File: src/rtl/cgp_grid_eval.sv
// Runtime-reconfigurable CGP evaluator: LUT4 node grid evaluated one column per clock.
// Define CGP_FITNESS_EN to add exp_data/err_cnt mismatch accumulation.
module cgp_grid_eval #(
    parameter int N_IN   = 4,
    parameter int N_ROWS = 4,
    parameter int N_COLS = 4,
    parameter int N_OUT  = 4,
    localparam int N_NODES = N_ROWS * N_COLS,
    localparam int SEL_W   = $clog2(1 + N_IN + N_NODES),
    localparam int NODE_W  = 16 + 4 * SEL_W
) (
    input  logic              clk,
    input  logic              rst_n,
    input  logic              cfg_start,
    input  logic              cfg_valid,
    output logic              cfg_ready,
    input  logic [NODE_W-1:0] cfg_data,
    output logic              loaded,
    output logic              cfg_err,
    input  logic              in_valid,
    output logic              in_ready,
    input  logic [N_IN-1:0]   in_data,
`ifdef CGP_FITNESS_EN
    input  logic [N_OUT-1:0]  exp_data,
    output logic [15:0]       err_cnt,
`endif
    output logic              out_valid,
    input  logic              out_ready,
    output logic [N_OUT-1:0]  out_data
);

    localparam int N_SRC   = 1 + N_IN + N_NODES;
    localparam int SRC_PAD = 1 << SEL_W;
    localparam int TOTAL   = N_NODES + N_OUT;
    localparam int PTR_W   = $clog2(TOTAL + 1);
    localparam int COL_W   = $clog2(N_COLS + 1);
    localparam int LIM_W   = SEL_W + 1;
    localparam int ROW_W   = (N_ROWS > 1) ? $clog2(N_ROWS) : 1;
    localparam int IDX_W   = (N_NODES > 1) ? $clog2(N_NODES) : 1;
    localparam int OIDX_W  = (N_OUT > 1) ? $clog2(N_OUT) : 1;

    localparam logic [PTR_W-1:0] TOTAL_P    = PTR_W'(TOTAL);
    localparam logic [PTR_W-1:0] LAST_P     = PTR_W'(TOTAL - 1);
    localparam logic [PTR_W-1:0] NODES_P    = PTR_W'(N_NODES);
    localparam logic [COL_W-1:0] COLS_P     = COL_W'(N_COLS);
    localparam logic [LIM_W-1:0] LIM0_P     = LIM_W'(1 + N_IN);
    localparam logic [LIM_W-1:0] ROWS_LIM_P = LIM_W'(N_ROWS);
    localparam logic [LIM_W-1:0] MAXSEL_P   = LIM_W'(N_SRC - 1);
    localparam logic [ROW_W-1:0] ROW_LAST_P = ROW_W'(N_ROWS - 1);

    typedef enum logic [1:0] {S_IDLE, S_LOAD, S_EVAL, S_DONE} state_t;

    state_t             state_reg, state_next;
    logic [PTR_W-1:0]   ptr_reg, wr_ptr;
    logic [ROW_W-1:0]   ld_row_reg, ld_row_next, wr_row;
    logic [LIM_W-1:0]   ld_limit_reg, ld_limit_next, wr_limit;
    logic               loaded_reg, cfg_err_reg, out_valid_reg;
    logic [N_OUT-1:0]   out_data_reg, out_next;
    logic [N_IN-1:0]    in_reg;
    logic [COL_W-1:0]   col_reg;
    logic [IDX_W-1:0]   col_base;
    logic [N_NODES-1:0] node_val_reg;
    logic [N_ROWS-1:0]  col_out;
    logic [SRC_PAD-1:0] src_bits;
    logic [NODE_W-1:0]  node_mem [N_NODES];
    logic [SEL_W-1:0]   out_sel_mem [N_OUT];
    logic [NODE_W-1:0]  wr_word;
    logic               in_acc, cfg_acc, start_ok, eval_fin, eval_col;
    logic               wr_last, wr_is_node, wr_illegal;

    // Control: handshakes and next state
    always_comb begin
        state_next = state_reg;
        in_ready   = (state_reg == S_IDLE) && loaded_reg;
        cfg_ready  = ((state_reg == S_IDLE) || (state_reg == S_LOAD)) && (ptr_reg < TOTAL_P);
        in_acc     = in_valid && in_ready;
        cfg_acc    = cfg_valid && cfg_ready;
        start_ok   = cfg_start && !in_acc && ((state_reg == S_IDLE) || (state_reg == S_LOAD));
        eval_fin   = (state_reg == S_EVAL) && (col_reg == COLS_P);
        eval_col   = (state_reg == S_EVAL) && (col_reg < COLS_P);
        wr_ptr     = start_ok ? '0 : ptr_reg;
        wr_last    = (wr_ptr == LAST_P);
        case (state_reg)
            S_IDLE, S_LOAD: begin
                if (in_acc)                   state_next = S_EVAL;
                else if (cfg_acc && wr_last)  state_next = S_IDLE;
                else if (start_ok || cfg_acc) state_next = S_LOAD;
            end
            S_EVAL:  if (eval_fin)  state_next = S_DONE;
            S_DONE:  if (out_ready) state_next = S_IDLE;
            default: state_next = S_IDLE;
        endcase
    end

    // Illegal selects are stored as 0 so the evaluator never sees them
    always_comb begin
        wr_limit   = start_ok ? LIM0_P : ld_limit_reg;
        wr_row     = start_ok ? '0 : ld_row_reg;
        wr_is_node = (wr_ptr < NODES_P);
        wr_word    = cfg_data;
        wr_illegal = 1'b0;
        if (wr_is_node) begin
            for (int k = 0; k < 4; k++) begin
                if (LIM_W'(cfg_data[16 + k*SEL_W +: SEL_W]) >= wr_limit) begin
                    wr_word[16 + k*SEL_W +: SEL_W] = '0;
                    wr_illegal = 1'b1;
                end
            end
        end else if (LIM_W'(cfg_data[SEL_W-1:0]) > MAXSEL_P) begin
            wr_word    = '0;
            wr_illegal = 1'b1;
        end
        ld_row_next   = ld_row_reg;
        ld_limit_next = ld_limit_reg;
        if (start_ok) begin
            ld_row_next   = '0;
            ld_limit_next = LIM0_P;
        end
        if (cfg_acc && wr_is_node) begin
            if (wr_row == ROW_LAST_P) begin
                ld_row_next   = '0;
                ld_limit_next = wr_limit + ROWS_LIM_P;
            end else begin
                ld_row_next   = wr_row + 1'b1;
                ld_limit_next = wr_limit;
            end
        end
    end

    always_ff @(posedge clk or negedge rst_n) begin
        if (!rst_n) begin
            state_reg     <= S_IDLE;
            ptr_reg       <= '0;
            ld_row_reg    <= '0;
            ld_limit_reg  <= LIM0_P;
            loaded_reg    <= 1'b0;
            cfg_err_reg   <= 1'b0;
            in_reg        <= '0;
            col_reg       <= '0;
            out_valid_reg <= 1'b0;
            out_data_reg  <= '0;
        end else begin
            state_reg    <= state_next;
            ld_row_reg   <= ld_row_next;
            ld_limit_reg <= ld_limit_next;
            if (cfg_acc)
                ptr_reg <= wr_ptr + 1'b1;
            else if (start_ok)
                ptr_reg <= '0;
            if (cfg_acc && wr_last)
                loaded_reg <= 1'b1;
            else if (start_ok)
                loaded_reg <= 1'b0;
            cfg_err_reg <= (cfg_err_reg && !start_ok) || (cfg_acc && wr_illegal);
            if (in_acc) begin
                in_reg  <= in_data;
                col_reg <= '0;
            end else if (eval_col) begin
                col_reg <= col_reg + 1'b1;
            end
            if (eval_fin) begin
                out_valid_reg <= 1'b1;
                out_data_reg  <= out_next;
            end else if ((state_reg == S_DONE) && out_ready) begin
                out_valid_reg <= 1'b0;
            end
        end
    end

    // Genome storage
    always_ff @(posedge clk or negedge rst_n) begin
        if (!rst_n) begin
            for (int i = 0; i < N_NODES; i++) node_mem[i] <= '0;
            for (int i = 0; i < N_OUT; i++) out_sel_mem[i] <= '0;
        end else if (cfg_acc) begin
            if (wr_is_node)
                node_mem[wr_ptr[IDX_W-1:0]] <= wr_word;
            else
                out_sel_mem[OIDX_W'(wr_ptr - NODES_P)] <= wr_word[SEL_W-1:0];
        end
    end

    // Source space: 0 = const 0, then inputs, then nodes column-major
    always_comb begin
        src_bits                  = '0;
        src_bits[N_IN:1]          = in_reg;
        src_bits[N_SRC-1:N_IN+1]  = node_val_reg;
        col_base = eval_col ? IDX_W'(int'(col_reg) * N_ROWS) : '0;
    end

    for (genvar gi = 0; gi < N_ROWS; gi++) begin : g_row
        logic [NODE_W-1:0] word;
        logic [15:0]       lut;
        logic [3:0]        lut_idx;
        assign word = node_mem[col_base + IDX_W'(gi)];
        assign lut  = word[15:0];
        for (genvar gk = 0; gk < 4; gk++) begin : g_pin
            assign lut_idx[gk] = src_bits[word[16 + gk*SEL_W +: SEL_W]];
        end
        assign col_out[gi] = lut[lut_idx];
    end

    for (genvar gi = 0; gi < N_NODES; gi++) begin : g_node
        localparam logic [COL_W-1:0] NODE_COL = COL_W'(gi / N_ROWS);
        logic val_reg;
        always_ff @(posedge clk or negedge rst_n) begin
            if (!rst_n)
                val_reg <= 1'b0;
            else if (in_acc)
                val_reg <= 1'b0;
            else if (eval_col && (col_reg == NODE_COL))
                val_reg <= col_out[gi % N_ROWS];
        end
        assign node_val_reg[gi] = val_reg;
    end

    for (genvar gi = 0; gi < N_OUT; gi++) begin : g_out
        assign out_next[gi] = src_bits[out_sel_mem[gi]];
    end

`ifdef CGP_FITNESS_EN
    logic [N_OUT-1:0] exp_reg;
    logic [N_OUT-1:0] diff;
    logic [15:0]      err_cnt_reg;
    logic [16:0]      err_sum;

    always_comb begin
        diff    = out_next ^ exp_reg;
        err_sum = {1'b0, err_cnt_reg} + 17'($countones(diff));
    end

    always_ff @(posedge clk or negedge rst_n) begin
        if (!rst_n) begin
            exp_reg     <= '0;
            err_cnt_reg <= '0;
        end else begin
            if (in_acc)
                exp_reg <= exp_data;
            if (start_ok)
                err_cnt_reg <= '0;
            else if (eval_fin)
                err_cnt_reg <= err_sum[16] ? 16'hFFFF : err_sum[15:0];
        end
    end

    assign err_cnt = err_cnt_reg;
`endif

    assign loaded    = loaded_reg;
    assign cfg_err   = cfg_err_reg;
    assign out_valid = out_valid_reg;
    assign out_data  = out_data_reg;

endmodule

File: config.mk
export PLATFORM = sky130hd
export DESIGN_NAME = cgp_grid_eval
export DESIGN_NICKNAME = d
export VERILOG_FILES = /design/src/rtl/cgp_grid_eval.sv
export SDC_FILE = /design/constraint.sdc
export NUM_CORES = 2
export LEC_CHECK = 0
export BUFFER_PORTS_ARGS = -buffer_cell sky130_fd_sc_hd__buf_2
export CORE_ASPECT_RATIO = 0.8
export CORE_MARGIN = 5
export CORE_UTILIZATION = 45
export DETAILED_ROUTE_END_ITERATION = 16
export PLACE_DENSITY = 0.58
export SLEW_MARGIN = 40
export SYNTH_ARGS = -nofsm -noshare
export SYNTH_HDL_FRONTEND = slang
export SYNTH_SLANG_ARGS = --single-unit
File: constraint.sdc
create_clock -name clk -period 4.4 [get_ports clk]
set_clock_uncertainty 0.2 [all_clocks]
set_input_delay 0.66 -clock clk [delete_from_list [all_inputs] [get_ports clk]]
set_output_delay 0.66 -clock clk [all_outputs]
set_load 0.02 [all_outputs]
==> results <==
- The flow ran to the end, and the final reports show no timing, DRC or antenna violations.
- By area the synthesized netlist is led by sky130_fd_sc_hd__dfrtp_1 48%, sky130_fd_sc_hd__o21ai_0 10%, sky130_fd_sc_hd__nand2_1 10%, sky130_fd_sc_hd__mux2i_1 5.4%, sky130_fd_sc_hd__clkbuf_1 2.7%.
- The chip width is ~320 microns.
- The total overflow left after global routing is 0.
- The initial core utilization is approximately 46%.
- The number of buffers on the longest clock path is 3.
- The type of the worst setup path is register to register.
- The average vias per placed instance is slightly below 6.
- The element type at the critical path end is a register.
- Global routing used 28.3% of the available tracks across all layers.
- Compared with the post-synthesis result, the final layout area differs by 13.1%.
- Traced cell by cell, the critical path runs through and4bb_2 > buf_12 > nand2_1 > o221a_2 > mux4_2 > mux2i_1 > nor3b_1 > o21bai_1 > buf_4 > mux2i_1 > mux2_2 > mux4_2 > o21ai_1.
- Counting flops with an async set or reset pin after synthesis yields a share of 100%.
- At the worst endpoint, the required time is roughly 4.8 ns.
- The count of nets left with antenna violations once routing finished came out at 0.
- The total leakage power is about 17 nW.
- The number of nets handed over by synthesis was roughly 3800.
- The proportion of synthesized chip area in sequential cells is 47.7%.
- For this run, design rule violations remaining after detail routing come to 0.
- The slew of the pin with the lowest slew margin is a little under 0.8 ns.
- Summed over its instances, the top area cell type makes up a little under half of the synthesized netlist area.
- The worst register-to-register path begins at col_reg[0].
- The number of pins with negative max-slew slack in the final report is 0.
- The most common cell in the synthesized netlist is sky130_fd_sc_hd__nand2_1.
- The cell chosen for the clock root is sky130_fd_sc_hd__clkbuf_16.
- Setup violations remaining at the end of the flow were counted as 0.
- Row generation in the floorplan step produced between 80 and 90 rows.
- After layout, the minimum clock period comes to 4.23 ns.
- The worst ir drop on vdd is ~0.5 mV.
- The initial antenna violation count is 1.
- The number of flip-flops in the largest register is about 580.
- The number of distinct library cell variants in the gate-level netlist after synthesis is a little over 90.
- Routability-driven placement finished with a final weighted congestion of around 0.91.
- In this run the cell area measured after placement is 0.0354 sq mm.
- The final critical path takes up between 90% and 100% of the cycle.
- The post-route netlist has about 14% of its cells at a drive strength greater than 1.
- In the synthesized netlist, the number of instances is about 3800.
- The post-synthesis sequential element count is between 600 and 700.
- The synthesized design spends more area on one cell type than any other, namely sky130_fd_sc_hd__dfrtp_1.
- The critical path's largest stage delay is around 0.61 ns.
- Excluding fillers, the count of instances in the completed layout stands at about 4800.
- Counting every sink on the clock net gives 641.
- The maximum net fanout on the critical path is 40.
- The post-synthesis instance area is roughly 0.034 sq mm.
- The floorplan step defined a core boundary enclosing between 0.07 and 0.08 sq mm.
- The clock slew seen by the registers of the worst setup and hold paths is 0.06 ns.
- For this run, the top clock speed supported by timing is 236 MHz.
- The number of I/O pins is between 50 and 60.
- The global-route wire length before repair is between 150000 and 200000 microns.
- The multi-input combinational cells in the finished layout cover a total of 0.0162 sq mm.
- In the synthesized netlist the dominant register cell turns out to be sky130_fd_sc_hd__dfrtp_1.
- The via count of the first global-routing pass is between 20000 and 30000.
- For flop-to-flop paths, the worst setup slack is 0.17 ns.
- The launching element type of the critical path is a register.
- The timing endpoint of the critical path is g_node[14].val_reg.
- In this run, synthesis inferred 0 flip-flops with an integrated enable.
- The tightest min-delay check is of the input pin to register type.
- The depth of the worst register-to-register path is 13.
- The warning count from the yosys run is 0.
- The overall power after layout is 0.0153 W.
- The die covers ~0.08 sq mm.
- The final count of hold timing violations was 0.
- The total CTS buffers is 70.
- At the end of the flow, the number of nets in the layout was about 3800.
- The count of buffers added on input and output ports is between 50 and 60.
- The critical path starts at col_reg[0].
- Headroom to the max-slew limit came out at 47.6%.
- The average detailed-routed wire length per instance is 24.1 microns.
- The first-pass detailed-route iteration total is 6.
- The half-perimeter wire length of the detailed placement result is 71700 microns.
- The cell area after layout is around 0.038 sq mm.
- The detailed router placed about 28000 vias in this run.
- After detailed placement, the design holds a cell count of 4640.
- Clock latency on the worst-skew pair, taken at its later pin, is between 0.6 and 0.7 ns.
- The endpoint of the lowest-slack register-to-register path is g_node[14].val_reg.
- The H-tree level count is 3.
- The CTS tree is done.
- The maximum number of pins on one net before global-route repair is approximately 100.
- The number of design-rule violations left by the first detailed-router iteration is roughly 2800.
- After synthesis, the most frequently instantiated cells are 896 x sky130_fd_sc_hd__nand2_1, 686 x sky130_fd_sc_hd__o21ai_0, 639 x sky130_fd_sc_hd__dfrtp_1.
- Registers take about 0.016 sq mm.
- The critical-path cell with the highest stage delay is sky130_fd_sc_hd__dfrtp_4.
- The worst path arrival time is approximately 4.6 ns.
- The number of maximum-capacitance violations is 0.
- The post-synthesis average cell area is about 8.9 sq um.
- After filler insertion, the fill cell instance count of the layout stands at between 6000 and 7000.
- The total power per unit cell area is a little over 400 mW/mm^2.
- The routed design has roughly 120000 microns of wire.
- The overall die height is around 250 microns.
## through the flow
stage	hold slack, ns	utilization, %	setup WS [ns]	TNS, ns
after floorplan	0.164	-	0.259	0
after global placement	0.253	47.9	-0.0553	-0.201
after detailed placement	0.263	47.9	-0.0402	-0.133
after CTS	0.0103	51.2	0.0211	0
after global routing	0.0252	51.5	-0.0398	-0.0876
final	0.0296	51.5	0.169	0
## worst max-delay path, delay by kind of cell, from the launching register on
family / cells / cell delay [ns]
buf+inv: 2 / 0.42
flops: 1 / 0.61
compound gates: 3 / 0.70
mux: 5 / 1.68
simple gates: 3 / 0.50
## layout make-up
type / instances / area share (%)
diodes: 2 / 0.0131
inverters: 31 / 0.306
clock inverters: 24 / 0.822
multi-input cells: 2748 / 42.6
flip-flops and latches: 641 / 42.2
repair buffers: 229 / 5.37
well taps: 1001 / 3.29
clock buffers: 98 / 5.44
## placed cells by master, fill, tap and decap left out, types with 11 or more instances in the layout
cell | Yosys | routed
sky130_fd_sc_hd__o21ai_1 | 9 | 12
sky130_fd_sc_hd__or3_1 | 24 | 23
sky130_fd_sc_hd__and2_1 | 16 | 15
sky130_fd_sc_hd__o22ai_1 | 34 | 33
sky130_fd_sc_hd__clkbuf_8 | 0 | 17
sky130_fd_sc_hd__nor3_1 | 20 | 19
sky130_fd_sc_hd__nor2_1 | 110 | 110
sky130_fd_sc_hd__buf_4 | 12 | 134
sky130_fd_sc_hd__a2bb2oi_1 | 20 | 20
sky130_fd_sc_hd__mux2_2 | 69 | 69
sky130_fd_sc_hd__o21ai_0 | 686 | 683
sky130_fd_sc_hd__nand3_1 | 44 | 44
sky130_fd_sc_hd__ha_1 | 31 | 31
sky130_fd_sc_hd__clkinv_2 | 0 | 12
sky130_fd_sc_hd__nor2b_1 | 69 | 69
sky130_fd_sc_hd__dfrtp_1 | 639 | 635
sky130_fd_sc_hd__a22oi_1 | 12 | 12
sky130_fd_sc_hd__nand2_2 | 0 | 15
sky130_fd_sc_hd__mux4_2 | 32 | 32
sky130_fd_sc_hd__a31oi_1 | 67 | 66
sky130_fd_sc_hd__a21o_1 | 16 | 16
sky130_fd_sc_hd__a211oi_1 | 73 | 71
sky130_fd_sc_hd__buf_2 | 61 | 53
sky130_fd_sc_hd__a21oi_1 | 98 | 95
sky130_fd_sc_hd__o211ai_1 | 11 | 11
sky130_fd_sc_hd__nand2_1 | 896 | 881
sky130_fd_sc_hd__buf_12 | 0 | 27
sky130_fd_sc_hd__inv_1 | 31 | 30
sky130_fd_sc_hd__and3_1 | 20 | 19
sky130_fd_sc_hd__clkbuf_16 | 0 | 74
sky130_fd_sc_hd__mux2i_1 | 182 | 181
sky130_fd_sc_hd__o32ai_1 | 18 | 17
## layer usage
metal,global-route usage (%),vias up,share of wire [%]
li1,-,13100,-
met1,42.9,13800,47
met2,40.6,1050,41
met3,6.99,194,8.9
met4,7.76,0,3.0
met5,0,-,0
## what timing repair did
| action | 4_1_cts | 5_1_grt |
|---|---|---|
| resized for setup | 1 | 25 |
| hold buffers | 3 | 0 |
| setup buffers | 0 | 5 |
| endpoints found under the setup margin | 4 | 16 |
| cloned | 0 | 2 |
| hold endpoints to repair | 61 | 0 |
| pin swaps | 0 | 2 |
## how the worst min path moves through the flow
stage	start	end	depth (start not counted)
after floorplan	rst_n	cfg_err	0
after detailed placement	node_mem[375]	node_mem[375]	2
after global routing	in_data[0]	in_reg[0]	3
after global placement	node_mem[209]	node_mem[209]	2
after CTS	in_data[0]	in_reg[0]	3
final	in_data[0]	in_reg[0]	3
## cell families (layout without fill, tap and decap cells)
logic type,Yosys count,after routing,synth area share [%]
flops,641,641,47.7
xor+xnor,7,7,0.182
other cells,0,2,0
simple gates,1269,1269,16.2
buf+inv,373,382,4.61
fa+ha+maj,31,31,1.15
mux,284,284,9.90
compound gates,1157,1157,20.3
## report_power, final
part | internal [W] | total (W) | switching [W]
Clock | 0.00364 | 0.00617 | 0.00253
Sequential | 0.00626 | 0.00649 | 0.000227
Combinational | 0.00107 | 0.00268 | 0.00161
Power figures use the tool's default switching activity.
